File: config.mk
export PLATFORM = sky130hd
export DESIGN_NAME = opb_register_bank_ppc2simulink_flat
export DESIGN_NICKNAME = d
export VERILOG_FILES = /design/src/rtl/opb_register_bank_ppc2simulink_if.sv /design/src/rtl/opb_register_bank_ppc2simulink.sv /design/src/flat_wrapper.sv
export SDC_FILE = /design/constraint.sdc
export NUM_CORES = 1
export LEC_CHECK = 0
export CAP_MARGIN = 5
export CORE_MARGIN = 2
export CORE_UTILIZATION = 38
export DETAILED_ROUTE_END_ITERATION = 7
export PLACE_DENSITY = 0.78
export SETUP_SLACK_MARGIN = 0.1
export SLEW_MARGIN = 20
export SYNTH_ARGS = -nofsm -noshare
export SYNTH_HDL_FRONTEND = slang
export SYNTH_SLANG_ARGS = --single-unit
File: constraint.sdc
create_clock -name OPB_Clk -period 2.1 [get_ports OPB_Clk]
set_input_delay 0.21 -clock OPB_Clk [delete_from_list [all_inputs] [get_ports OPB_Clk]]
set_output_delay 0.21 -clock OPB_Clk [all_outputs]
set_load 0.05 [all_outputs]
File: src/rtl/opb_register_bank_ppc2simulink_if.sv
// OPB slave-side bus bundle. Vectors use [31:0]; OPB bit 0 (the MSB) is index 31,
// so OPB_DBus[k] is index 31-k and OPB_BE[b] is index 3-b.
interface opb_register_bank_ppc2simulink_if;
  logic [31:0] OPB_ABus;
  logic [3:0]  OPB_BE;
  logic [31:0] OPB_DBus;
  logic        OPB_RNW;
  logic        OPB_select;
  logic        OPB_seqAddr;
  logic [31:0] Sl_DBus;
  logic        Sl_errAck;
  logic        Sl_retry;
  logic        Sl_toutSup;
  logic        Sl_xferAck;

  modport master (
    output OPB_ABus, OPB_BE, OPB_DBus, OPB_RNW, OPB_select, OPB_seqAddr,
    input  Sl_DBus, Sl_errAck, Sl_retry, Sl_toutSup, Sl_xferAck
  );

  modport slave (
    input  OPB_ABus, OPB_BE, OPB_DBus, OPB_RNW, OPB_select, OPB_seqAddr,
    output Sl_DBus, Sl_errAck, Sl_retry, Sl_toutSup, Sl_xferAck
  );
endinterface

File: src/rtl/opb_register_bank_ppc2simulink.sv
// OPB slave exposing a bank of 32-bit software registers to the fabric, with
// byte-enable writes, read-only and self-clearing registers, and write strobes.
module opb_register_bank_ppc2simulink #(
  parameter logic [31:0] C_BASEADDR   = 32'h01000A00,
  parameter logic [31:0] C_HIGHADDR   = 32'h01000AFF,
  parameter int unsigned C_OPB_AWIDTH = 32,
  parameter int unsigned C_OPB_DWIDTH = 32,
  parameter int unsigned C_NUM_REGS   = 4,
  parameter logic [63:0] C_RO_MASK    = 64'h0,
  parameter logic [63:0] C_PULSE_MASK = 64'h0,
  parameter logic [31:0] C_RESET_VAL  = 32'h0,
  parameter string       C_FAMILY     = "virtex5"
) (
  input  logic                       OPB_Clk,
  input  logic                       OPB_Rst_n,
  opb_register_bank_ppc2simulink_if.slave bus,
  output logic [32*C_NUM_REGS-1:0]   user_data_out,
  input  logic [32*C_NUM_REGS-1:0]   user_data_in,
  output logic [C_NUM_REGS-1:0]      user_wr_strobe
);

  localparam int unsigned NR = C_NUM_REGS;
  localparam int unsigned RW = 32 * NR;

  typedef enum logic [1:0] {IDLE, ACK, HOLD} state_t;

  state_t          state_q;
  logic [RW-1:0]   regs_q;
  logic [31:0]     rdata_q;
  logic            ack_q;
  logic [NR-1:0]   strobe_q;

  logic [31:0]     offset_c;
  logic [31:0]     bmask_c;
  logic [31:0]     rd_c;
  logic            hit_c;
  logic [NR-1:0]   sel_c;
  logic            unused_c;

  // Window decode, byte mask and read mux; unmapped words select nothing and read 0
  always_comb begin
    hit_c    = bus.OPB_select && (bus.OPB_ABus >= C_BASEADDR) && (bus.OPB_ABus <= C_HIGHADDR);
    offset_c = bus.OPB_ABus - C_BASEADDR;
    bmask_c  = '0;
    for (int b = 0; b < 4; b++) begin
      bmask_c[8*b +: 8] = {8{bus.OPB_BE[b]}};
    end
    sel_c = '0;
    rd_c  = '0;
    for (int i = 0; i < int'(NR); i++) begin
      if (offset_c[31:2] == 30'(i)) begin
        sel_c[i] = 1'b1;
        rd_c     = C_RO_MASK[i] ? user_data_in[32*i +: 32] : regs_q[32*i +: 32];
      end
    end
  end

  assign unused_c = &{1'b0, bus.OPB_seqAddr, offset_c[1:0]};

  always_ff @(posedge OPB_Clk or negedge OPB_Rst_n) begin
    if (!OPB_Rst_n) begin
      state_q  <= IDLE;
      ack_q    <= 1'b0;
      rdata_q  <= '0;
      strobe_q <= '0;
      regs_q   <= {NR{C_RESET_VAL}};
    end else begin
      ack_q    <= 1'b0;
      rdata_q  <= '0;
      strobe_q <= '0;
      unique case (state_q)
        IDLE: begin
          if (hit_c) begin
            state_q <= ACK;
            ack_q   <= 1'b1;
            if (bus.OPB_RNW) begin
              rdata_q <= rd_c;
            end else begin
              for (int i = 0; i < int'(NR); i++) begin
                if (sel_c[i] && !C_RO_MASK[i]) begin
                  regs_q[32*i +: 32] <= (regs_q[32*i +: 32] & ~bmask_c) |
                                        (bus.OPB_DBus & bmask_c);
                  strobe_q[i]        <= 1'b1;
                end
              end
            end
          end
        end
        ACK: begin
          state_q <= bus.OPB_select ? HOLD : IDLE;
          // Pulse registers written in the previous cycle fall back to their clear value
          for (int i = 0; i < int'(NR); i++) begin
            if (strobe_q[i] && C_PULSE_MASK[i]) begin
              regs_q[32*i +: 32] <= C_RESET_VAL;
            end
          end
        end
        HOLD: begin
          if (!bus.OPB_select) begin
            state_q <= IDLE;
          end
        end
        default: state_q <= IDLE;
      endcase
    end
  end

  assign bus.Sl_DBus    = rdata_q;
  assign bus.Sl_xferAck = ack_q;
  assign bus.Sl_errAck  = 1'b0;
  assign bus.Sl_retry   = 1'b0;
  assign bus.Sl_toutSup = 1'b0;
  assign user_data_out  = regs_q;
  assign user_wr_strobe = strobe_q;

endmodule
File: src/flat_wrapper.sv
// flat-port wrapper written by rule: the top's interface ports become plain ports
module opb_register_bank_ppc2simulink_flat 
#(
  parameter logic [31:0] C_BASEADDR   = 32'h01000A00,
  parameter logic [31:0] C_HIGHADDR   = 32'h01000AFF,
  parameter int unsigned C_OPB_AWIDTH = 32,
  parameter int unsigned C_OPB_DWIDTH = 32,
  parameter int unsigned C_NUM_REGS   = 4,
  parameter logic [63:0] C_RO_MASK    = 64'h0,
  parameter logic [63:0] C_PULSE_MASK = 64'h0,
  parameter logic [31:0] C_RESET_VAL  = 32'h0,
  parameter string       C_FAMILY     = "       "
)
  (OPB_Clk, OPB_Rst_n, user_data_out, user_data_in, user_wr_strobe, bus_OPB_ABus, bus_OPB_BE, bus_OPB_DBus, bus_OPB_RNW, bus_OPB_select, bus_OPB_seqAddr, bus_Sl_DBus, bus_Sl_errAck, bus_Sl_retry, bus_Sl_toutSup, bus_Sl_xferAck);
  opb_register_bank_ppc2simulink_if bus_i ();
  input  logic OPB_Clk;
  input  logic OPB_Rst_n;
  output logic [32*C_NUM_REGS-1:0] user_data_out;
  input  logic [32*C_NUM_REGS-1:0] user_data_in;
  output logic [C_NUM_REGS-1:0] user_wr_strobe;
  input wire logic [$bits(bus_i.OPB_ABus)-1:0] bus_OPB_ABus;
  input wire logic [$bits(bus_i.OPB_BE)-1:0] bus_OPB_BE;
  input wire logic [$bits(bus_i.OPB_DBus)-1:0] bus_OPB_DBus;
  input wire logic [$bits(bus_i.OPB_RNW)-1:0] bus_OPB_RNW;
  input wire logic [$bits(bus_i.OPB_select)-1:0] bus_OPB_select;
  input wire logic [$bits(bus_i.OPB_seqAddr)-1:0] bus_OPB_seqAddr;
  output wire logic [$bits(bus_i.Sl_DBus)-1:0] bus_Sl_DBus;
  output wire logic [$bits(bus_i.Sl_errAck)-1:0] bus_Sl_errAck;
  output wire logic [$bits(bus_i.Sl_retry)-1:0] bus_Sl_retry;
  output wire logic [$bits(bus_i.Sl_toutSup)-1:0] bus_Sl_toutSup;
  output wire logic [$bits(bus_i.Sl_xferAck)-1:0] bus_Sl_xferAck;
  assign bus_i.OPB_ABus = bus_OPB_ABus;
  assign bus_i.OPB_BE = bus_OPB_BE;
  assign bus_i.OPB_DBus = bus_OPB_DBus;
  assign bus_i.OPB_RNW = bus_OPB_RNW;
  assign bus_i.OPB_select = bus_OPB_select;
  assign bus_i.OPB_seqAddr = bus_OPB_seqAddr;
  assign bus_Sl_DBus = bus_i.Sl_DBus;
  assign bus_Sl_errAck = bus_i.Sl_errAck;
  assign bus_Sl_retry = bus_i.Sl_retry;
  assign bus_Sl_toutSup = bus_i.Sl_toutSup;
  assign bus_Sl_xferAck = bus_i.Sl_xferAck;
  opb_register_bank_ppc2simulink #(.C_BASEADDR(C_BASEADDR), .C_HIGHADDR(C_HIGHADDR), .C_OPB_AWIDTH(C_OPB_AWIDTH), .C_OPB_DWIDTH(C_OPB_DWIDTH), .C_NUM_REGS(C_NUM_REGS), .C_RO_MASK(C_RO_MASK), .C_PULSE_MASK(C_PULSE_MASK), .C_RESET_VAL(C_RESET_VAL), .C_FAMILY(C_FAMILY)) u_core (.OPB_Clk(OPB_Clk), .OPB_Rst_n(OPB_Rst_n), .bus(bus_i), .user_data_out(user_data_out), .user_data_in(user_data_in), .user_wr_strobe(user_wr_strobe));
endmodule
==> run summary, run 1 <==
The number of setup violations in the final report is 160. The total non-filler cell area in the finished layout is around 13000 um^2. For this run, the top clock speed supported by timing is approximately 400 MHz. The CTS sink count came out at around 170. The final layout contains routed wiring with a total length of 25.7 mm. In this run, CTS created clock tree buffers numbering 17. The clock insertion delay at the later pin of the skew report is about 0.43 ns.

By instance count, the cell type seen most on the critical path is buf_12. The post-detailed-route DRC marker count came out at 0. The global-route wire length before repair is around 40 mm. The pin count of the biggest net entering global routing is 61. The static leakage is between 5 and 6 nW. Summing all placed instances gives a cell area of around 12000 um^2. The number of detailed-route iterations in the first pass came out at 4. The total of max-cap violations is 0.

The number of rows created at floorplan came out at between 50 and 60. TritonCTS built the clock tree. The final global-route overflow total is 0. Global routing used 23.8% of the available tracks. The hold slack came out at 0.311 ns. Summed over its instances, the top area cell type makes up around 53% of the synthesized netlist area. The signal arrival time at the worst endpoint came out at 2.88 ns. The most common cell in the synthesized netlist is dfrtp_1. The slack of the worst reg-to-reg path came out at -0.06 ns. By area the synthesized netlist is led by dfrtp_1 53%, mux2_2 19%, o21ai_0 4.5%. After technology mapping, the gate count stands at 619. The flow ran to the end, but the final reports show violations. The proportion of synthesized flip-flops having asynchronous set or reset is 100%. The worst setup path is captured at a flip-flop. The final critical path time including I/O delays and setup is 2.51 ns. The layout net count is approximately 1100. For this design the ratio of total power to cell area is ~550 nW/um^2. The final-layout fill cell count is ~1500. The number of top-level pins is about 370. Of all cell types, the one taking the most synthesized area is dfrtp_1.

The final cell count without fillers came out at around 1200. The cell count after placement is 1159. The largest stage delay on the critical path is 0.55 ns. The clock arrives with ~0.0091 ns of skew.

The CTS clock-pin slew for the worst setup and hold paths is around 0.060 ns. The worst path required time is ~2.5 ns. The number of cells on the worst reg-to-reg path is 7. Dividing the detail-routed via count by the number of cells gives 5.41. The detailed placer's ending HPWL came out at between 15 and 20 mm. The initial antenna violation count was 1. The checks that failed: negative setup slack. The relative max-transition margin is 61.1%. The maximum fanout count along the critical path is 5. The final max-slew violation count came to 0. From left edge to right edge, the die measures ~150 um.

Yosys mapped a number of flops with a built-in enable equal to 0. The violation count after the first detailed-route iteration is 280. The number of distinct library cells after synthesis came out at 52. The actual transition at the worst max-transition pin came out at between 0.5 and 0.6 ns. In this run the critical register-to-register path is launched from u_core.state_q[0]. The signal on the critical path passes through buf_6 > or4_4 > o41ai_4 > a21bo_1 > or4_4 > buf_6 > nor2_8 > buf_12 > buf_12 > buf_12 > o311a_1.

The count of state elements after synthesis is 167. The area of the die came out at ~22000 um^2. The via count of the first global-routing pass came out at 6930. Setup repair after global routing could not meet its margin everywhere. The setup slack at placement is -1.29 ns. The post-synthesis cell area came out at 7850 um^2. The worst setup path is of the primary input to flip-flop kind. The count of yosys warnings during synthesis is 0. The count of nets left with antenna violations once routing finished came out at 0. The share of layout cells above drive strength 1 is between 30% and 40%. The worst-case setup margin in the final layout is -0.415 ns.

The worst min-delay path category is primary input to asynchronous set/reset pin. The final setup TNS came out at -29.99 ns. The number of hold-slack violations in the final timing report came out at 0. The most used flip-flop cell after synthesis is dfrtp_1. The worst ir drop on vdd is slightly above 0.5 mV. The average routed wire per standard cell came out at ~21 um. The commonest cells after synthesis are 167 x dfrtp_1, 130 x mux2_2, 70 x o21ai_0, 34 x or3_1, 32 x mux2i_1. The vertical die dimension came out at between 100 and 150 um. The total of buffers placed on input and output ports is 234. The level count of the clock H-tree is 4. The number of buffers between clock root and the deepest sink is 2.

The CTS root buffer is clkbuf_16. The total number of vias is around 6600. The final estimated routing congestion in global placement came out at around 0.89.

The placeable core area came out at about 20000 um^2. Once the floorplan was initialized, standard cells occupied roughly two fifths of the core. In this run the mean area of a mapped cell was 12.7 um^2. The final critical path takes up 120% of the cycle.

The sequential-to-total area share from yosys stat is a little over half. STA classifies the critical path startpoint as a primary input. The area growth from synthesis to layout is 61.4%. The cell at the slowest stage of the critical path is or4_4.
==> per-layer routing <==
metal | global-route usage (%) | vias to the layer above | routed length [um]
met5 | 0 | - | 0
met4 | 7.02 | 0 | 475
met3 | 6.88 | 33 | 1870
met2 | 38.5 | 248 | 12300
met1 | 31.1 | 3342 | 11000
li1 | - | 2954 | -
==> area by class of cell <==
cell class / count / area [um^2] / area share [%]
inverters: 2 / 27.5 / 0.217
clock buffers: 21 / 470 / 3.71
diodes: 1 / 2.50 / 0.0197
flip-flops and latches: 167 / 4180 / 33.0
well taps: 270 / 338 / 2.67
clock inverters: 10 / 120 / 0.948
multi-input cells: 412 / 4080 / 32.2
repair buffers: 333 / 3450 / 27.2
==> cells by family (layout without fill, tap and decap cells) <==
logic type	after synthesis	count (layout)	share of synthesized area, %
AO/OA/AOI/OAI	112	112	9.70
multiplexers	162	162	22.7
adder cells (fa/ha/maj)	1	1	0.159
other	1	4	0.0477
flip-flops	167	167	53.2
buffers and inverters	42	366	2.99
AND/OR/NAND/NOR	133	133	11.1
XOR/XNOR	1	1	0.112
==> power breakdown <==
group / switching, mW / internal [mW]
clock network: 1.31 / 1.85
logic: 0.329 / 0.274
registers: 0.00000000292 / 3.22
total: 1.63 / 5.34
==> repair_timing <==
item | 4_1_cts | 5_1_grt
buffers inserted | 29 | 4
hold buffers | 1 | 0
pin swaps | 18 | 12
endpoints found under the hold margin | 57 | 0
resized for setup | 83 | 13
setup endpoints to repair | 164 | 164
gates cloned | 2 | 2
==> cells in the final DEF, fill, tap and decap left out, types with 5 or more instances in the layout <==
master and instances:
mux2_4 98, dfrtp_1 167, nor2b_1 5, o311a_1 30, nand4_1 6, or3_1 34, nor2_1 9, clkbuf_16 19
clkdlybuf4s50_1 213, dlygate4sd2_1 12, buf_6 16, o21ai_0 69, nor2_4 14, mux2i_1 32, mux2_2 32, buf_4 60
nand2_1 13, buf_12 24
==> worst max-delay path, delay by kind of cell <==
kind            cells  cell delay, ns
buf+inv             5            0.58
simple gates        3            1.19
compound gates      3            0.88
==> worst max path at each step <==
stage,from,end,cells after the start
6_report,bus_OPB_ABus[16],u_core.bus.Sl_DBus[21],11
5_1_grt,bus_OPB_ABus[16],u_core.bus.Sl_DBus[21],11
4_1_cts,bus_OPB_ABus[10],u_core.bus.Sl_DBus[21],13
3_5_place_dp,bus_OPB_ABus[10],u_core.bus.Sl_DBus[21],11
3_3_place_gp,bus_OPB_ABus[10],u_core.bus.Sl_DBus[31],11
2_1_floorplan,bus_OPB_ABus[9],u_core.bus.Sl_DBus[0],9
==> through the flow <==
| step | utilization (%) | total power [mW] |
|---|---|---|
| after CTS | 62.4 | 7.00 |
| after floorplan | - | 3.48 |
| after global routing | 62.6 | 7.20 |
| final | 62.6 | 6.97 |
| after detailed placement | 57.3 | 3.84 |
| after global placement | 57.3 | 3.83 |
(Power assumes the default switching activity.)
==> inputs of run 2 (changes only) <==
--- a/config.mk
+++ b/config.mk
@@ -10,7 +10,6 @@
 export CORE_UTILIZATION = 38
 export DETAILED_ROUTE_END_ITERATION = 7
 export PLACE_DENSITY = 0.78
-export SETUP_SLACK_MARGIN = 0.1
 export SLEW_MARGIN = 20
 export SYNTH_ARGS = -nofsm -noshare
 export SYNTH_HDL_FRONTEND = slang
==> constraint.sdc (replaced) <==
create_clock -name OPB_Clk -period 2.1 [get_ports OPB_Clk]
set_input_delay 0.42 -clock OPB_Clk [delete_from_list [all_inputs] [get_ports OPB_Clk]]
set_output_delay 0.42 -clock OPB_Clk [all_outputs]
set_load 0.05 [all_outputs]
==> run summary, run 2 (synthesis results as in run 1) <==
The CTS clock-pin slew for the worst setup and hold paths came out at 0.06 ns. The vertical die dimension is 148 um. The most repeated library cell on the critical path is buf_12. STA classifies the critical path endpoint as a flip-flop. In this run the power density over the cells is roughly 550 nW/um^2. The largest stage delay on the critical path came out at ~0.6 ns. The clock insertion delay at the later pin of the skew report came out at about 0.42 ns. The signal on the critical path passes through buf_6 > or4_4 > o41ai_4 > a21bo_1 > or4_4 > buf_12 > nor2_8 > buf_12 > buf_12 > o311a_1. The number of setup violations in the final report is between 150 and 200.

The post-detailed-route DRC marker count came out at 0. The startpoint identified for the worst hold timing path is bus_OPB_ABus[29]. The total of max-cap violations is 0. The number of hold-slack violations in the final timing report is 0. The via count of the first global-routing pass came out at 6979. The number of detailed-route iterations in the first pass is 6. The worst register-to-register path has a setup slack of -0.03 ns. The sequential share of power is between 40% and 50%.

After floorplanning, the core was divided into 52 placement rows. The cell internal power dissipation is 5.49 mW. The worst setup path is launched from a primary input. The residual antenna-violating net count after detailed routing is 0. The library cell used most frequently in the layout, excluding fill and tap cells, is dfrtp_1. The number of top-level pins is around 370. The via-per-instance ratio is approximately 5.4. The level count of the clock H-tree is 4. Setup repair after global routing could not meet its margin everywhere.

The fmax is approximately 380 MHz. The combinational share of power is 8.4%. The detailed-route wire length came out at 25.5 mm. The total of buffers placed on input and output ports came out at approximately 230. The switching power came out at roughly 1.6 mW. Relative to the synthesized area, the layout overhead comes to 63.4%. The static leakage came out at 6.55 nW. The setup slack at placement is -1.64 ns. The relative max-transition margin came out at 60.1%.

Summed over all failing endpoints, the final setup total negative slack is -37.54 ns. From left edge to right edge, the die measures between 100 and 150 um. The hold slack is approximately 0.46 ns. The critical path ends at u_core.bus.Sl_DBus[26]. The share of total power in the clock network came out at a little under half. The signal arrival time at the worst endpoint is about 3 ns. Across all setup checks in the final design, the least slack found is -0.533 ns.

The checks that failed: negative setup slack. The final global-route overflow total came out at 0. Of all nets on the critical path, the largest fanout is 6. The antenna diode instance count is 0.

The average routed wire per standard cell is 21.0 um. The cell count after placement came out at approximately 1200. The top cell types in the final layout, fill and taps aside, are 167 x dfrtp_1, 157 x clkdlybuf4s50_1, 97 x mux2_4. The cell at the slowest stage of the critical path is or4_4. The final design utilization is a little under two thirds. The depth of the most critical reg-to-reg path came out at 7. The root buffer cell chosen for the clock tree is clkbuf_16. The run finished, with violations left. The share of the clock period used by the worst path is 125%. The violation count after the first detailed-route iteration is about 190. The area of the die is around 22000 um^2. The worst ir drop on vdd came out at between 0.4 and 0.5 mV. The initial antenna violation count came out at 0. The worst hold path belongs to the class primary input to flip-flop. The clock passes through at most 2 buffers.

The tree built by TritonCTS fans out to roughly 170 sinks. The global-route wire length before repair is between 30 and 40 mm. The starting density of the core is between 30% and 40%. The detailed router placed approximately 6600 vias in this run. The detailed placer's ending HPWL is ~18 mm. After floorplanning, the core was sized to cover 20200 um^2. The pin count of the biggest net entering global routing came out at 63.

Data on the critical path is required at its endpoint by roughly 2.5 ns. The critical path starts at bus_OPB_ABus[17]. The smallest clock period supported by the final layout is computed as 2.63 ns. TritonCTS built the clock tree. Of the cells placed in the final design, the portion with a size suffix greater than 1 is 33.4%. The layout net count came out at 1136. The critical path class is primary input to flip-flop.

The actual transition at the worst max-transition pin came out at just under 0.6 ns. Counting the fill cells in the layout gives ~1500. The number of buffers created by CTS came out at 17.

The fraction of power spent switching nets came out at 22.5%. The final estimated routing congestion in global placement is about 0.9. The final clock skew is approximately 0.011 ns. The final cell count without fillers is between 1000 and 1500.

The startpoint identified for the worst register-to-register timing path is u_core.state_q[0]. The global-route total usage across every layer is 23.6%. The final max-slew violation count was 0.
## run 2: changes by cell type in the layout (fill, tap and decap cells not counted), moves of 2 or more
cell,delta
clkdlybuf4s50_1,-56
dlygate4sd2_1,+3
clkinv_2,-2
clkbuf_1,+4
clkdlybuf4s15_1,+2
nor4b_2,+2
buf_6,-2
dlymetal6s2s_1,+46
buf_4,+2
buf_16,+3
clkbuf_2,+2
bufinv_16,+2
clkbuf_8,-3
## run 2: worst min-delay path by stage
stage                                  to  slack [ns]  cells past startpoint
2_1_floorplan  asynchronous set/reset pin        0.12                      0
3_3_place_gp   asynchronous set/reset pin        0.38                      1
3_5_place_dp   asynchronous set/reset pin        0.38                      1
4_1_cts                 u_core.state_q[0]        0.47                      5
5_1_grt                 u_core.state_q[0]        0.47                      4
6_report                u_core.state_q[0]        0.46                      4
## run 2: layout make-up
| class | instances | area, um^2 | share of cell area [%] |
|---|---|---|---|
| Clock inverter | 10 | 170 | 1.33 |
| Clock buffer | 22 | 444 | 3.46 |
| Tap cell | 270 | 338 | 2.63 |
| Multi-Input combinational cell | 412 | 4080 | 31.8 |
| Inverter | 2 | 27.5 | 0.214 |
| Sequential cell | 167 | 4180 | 32.6 |
| Timing Repair Buffer | 334 | 3600 | 28.0 |
## run 2: power by group through the flow
stage / clock, mW / sequential [mW] / combinational [mW]
6_report: 3.27 / 3.22 / 0.595
2_1_floorplan: 0 / 3.28 / 0.202
4_1_cts: 3.32 / 3.22 / 0.585
3_3_place_gp: 0 / 3.28 / 0.563
5_1_grt: 3.47 / 3.21 / 0.644
3_5_place_dp: 0 / 3.28 / 0.574
## run 2: critical path: cells and delay by family
family | cells | cell delay [ns]
and+or+nand+nor | 3 | 1.28
buffers and inverters | 4 | 0.51
AOI/OAI and AO/OA | 3 | 0.76
## run 2: timing repair
action	in CTS	in global routing
setup buffers	20	4
hold buffers	1	0
pin swaps	29	15
setup endpoints to repair	166	207
gates cloned	6	1
hold endpoints to repair	41	0
gates resized for setup	87	69
## run 2: metal layers
| layer | vias up | track usage, % | wire (um) |
|---|---|---|---|
| met4 | 0 | 6.44 | 465 |
| li1 | 2966 | - | - |
| met2 | 237 | 38.6 | 12100 |
| met3 | 38 | 6.88 | 1940 |
| met5 | - | 0 | 0 |
| met1 | 3352 | 30.7 | 11000 |
## run 2: per-stage QoR
step | instance area, um^2 | total power [mW]
2_1_floorplan | 8390 | 3.48
3_3_place_gp | 11700 | 3.84
3_5_place_dp | 11700 | 3.85
4_1_cts | 12700 | 7.12
5_1_grt | 12800 | 7.33
6_report | 12800 | 7.08
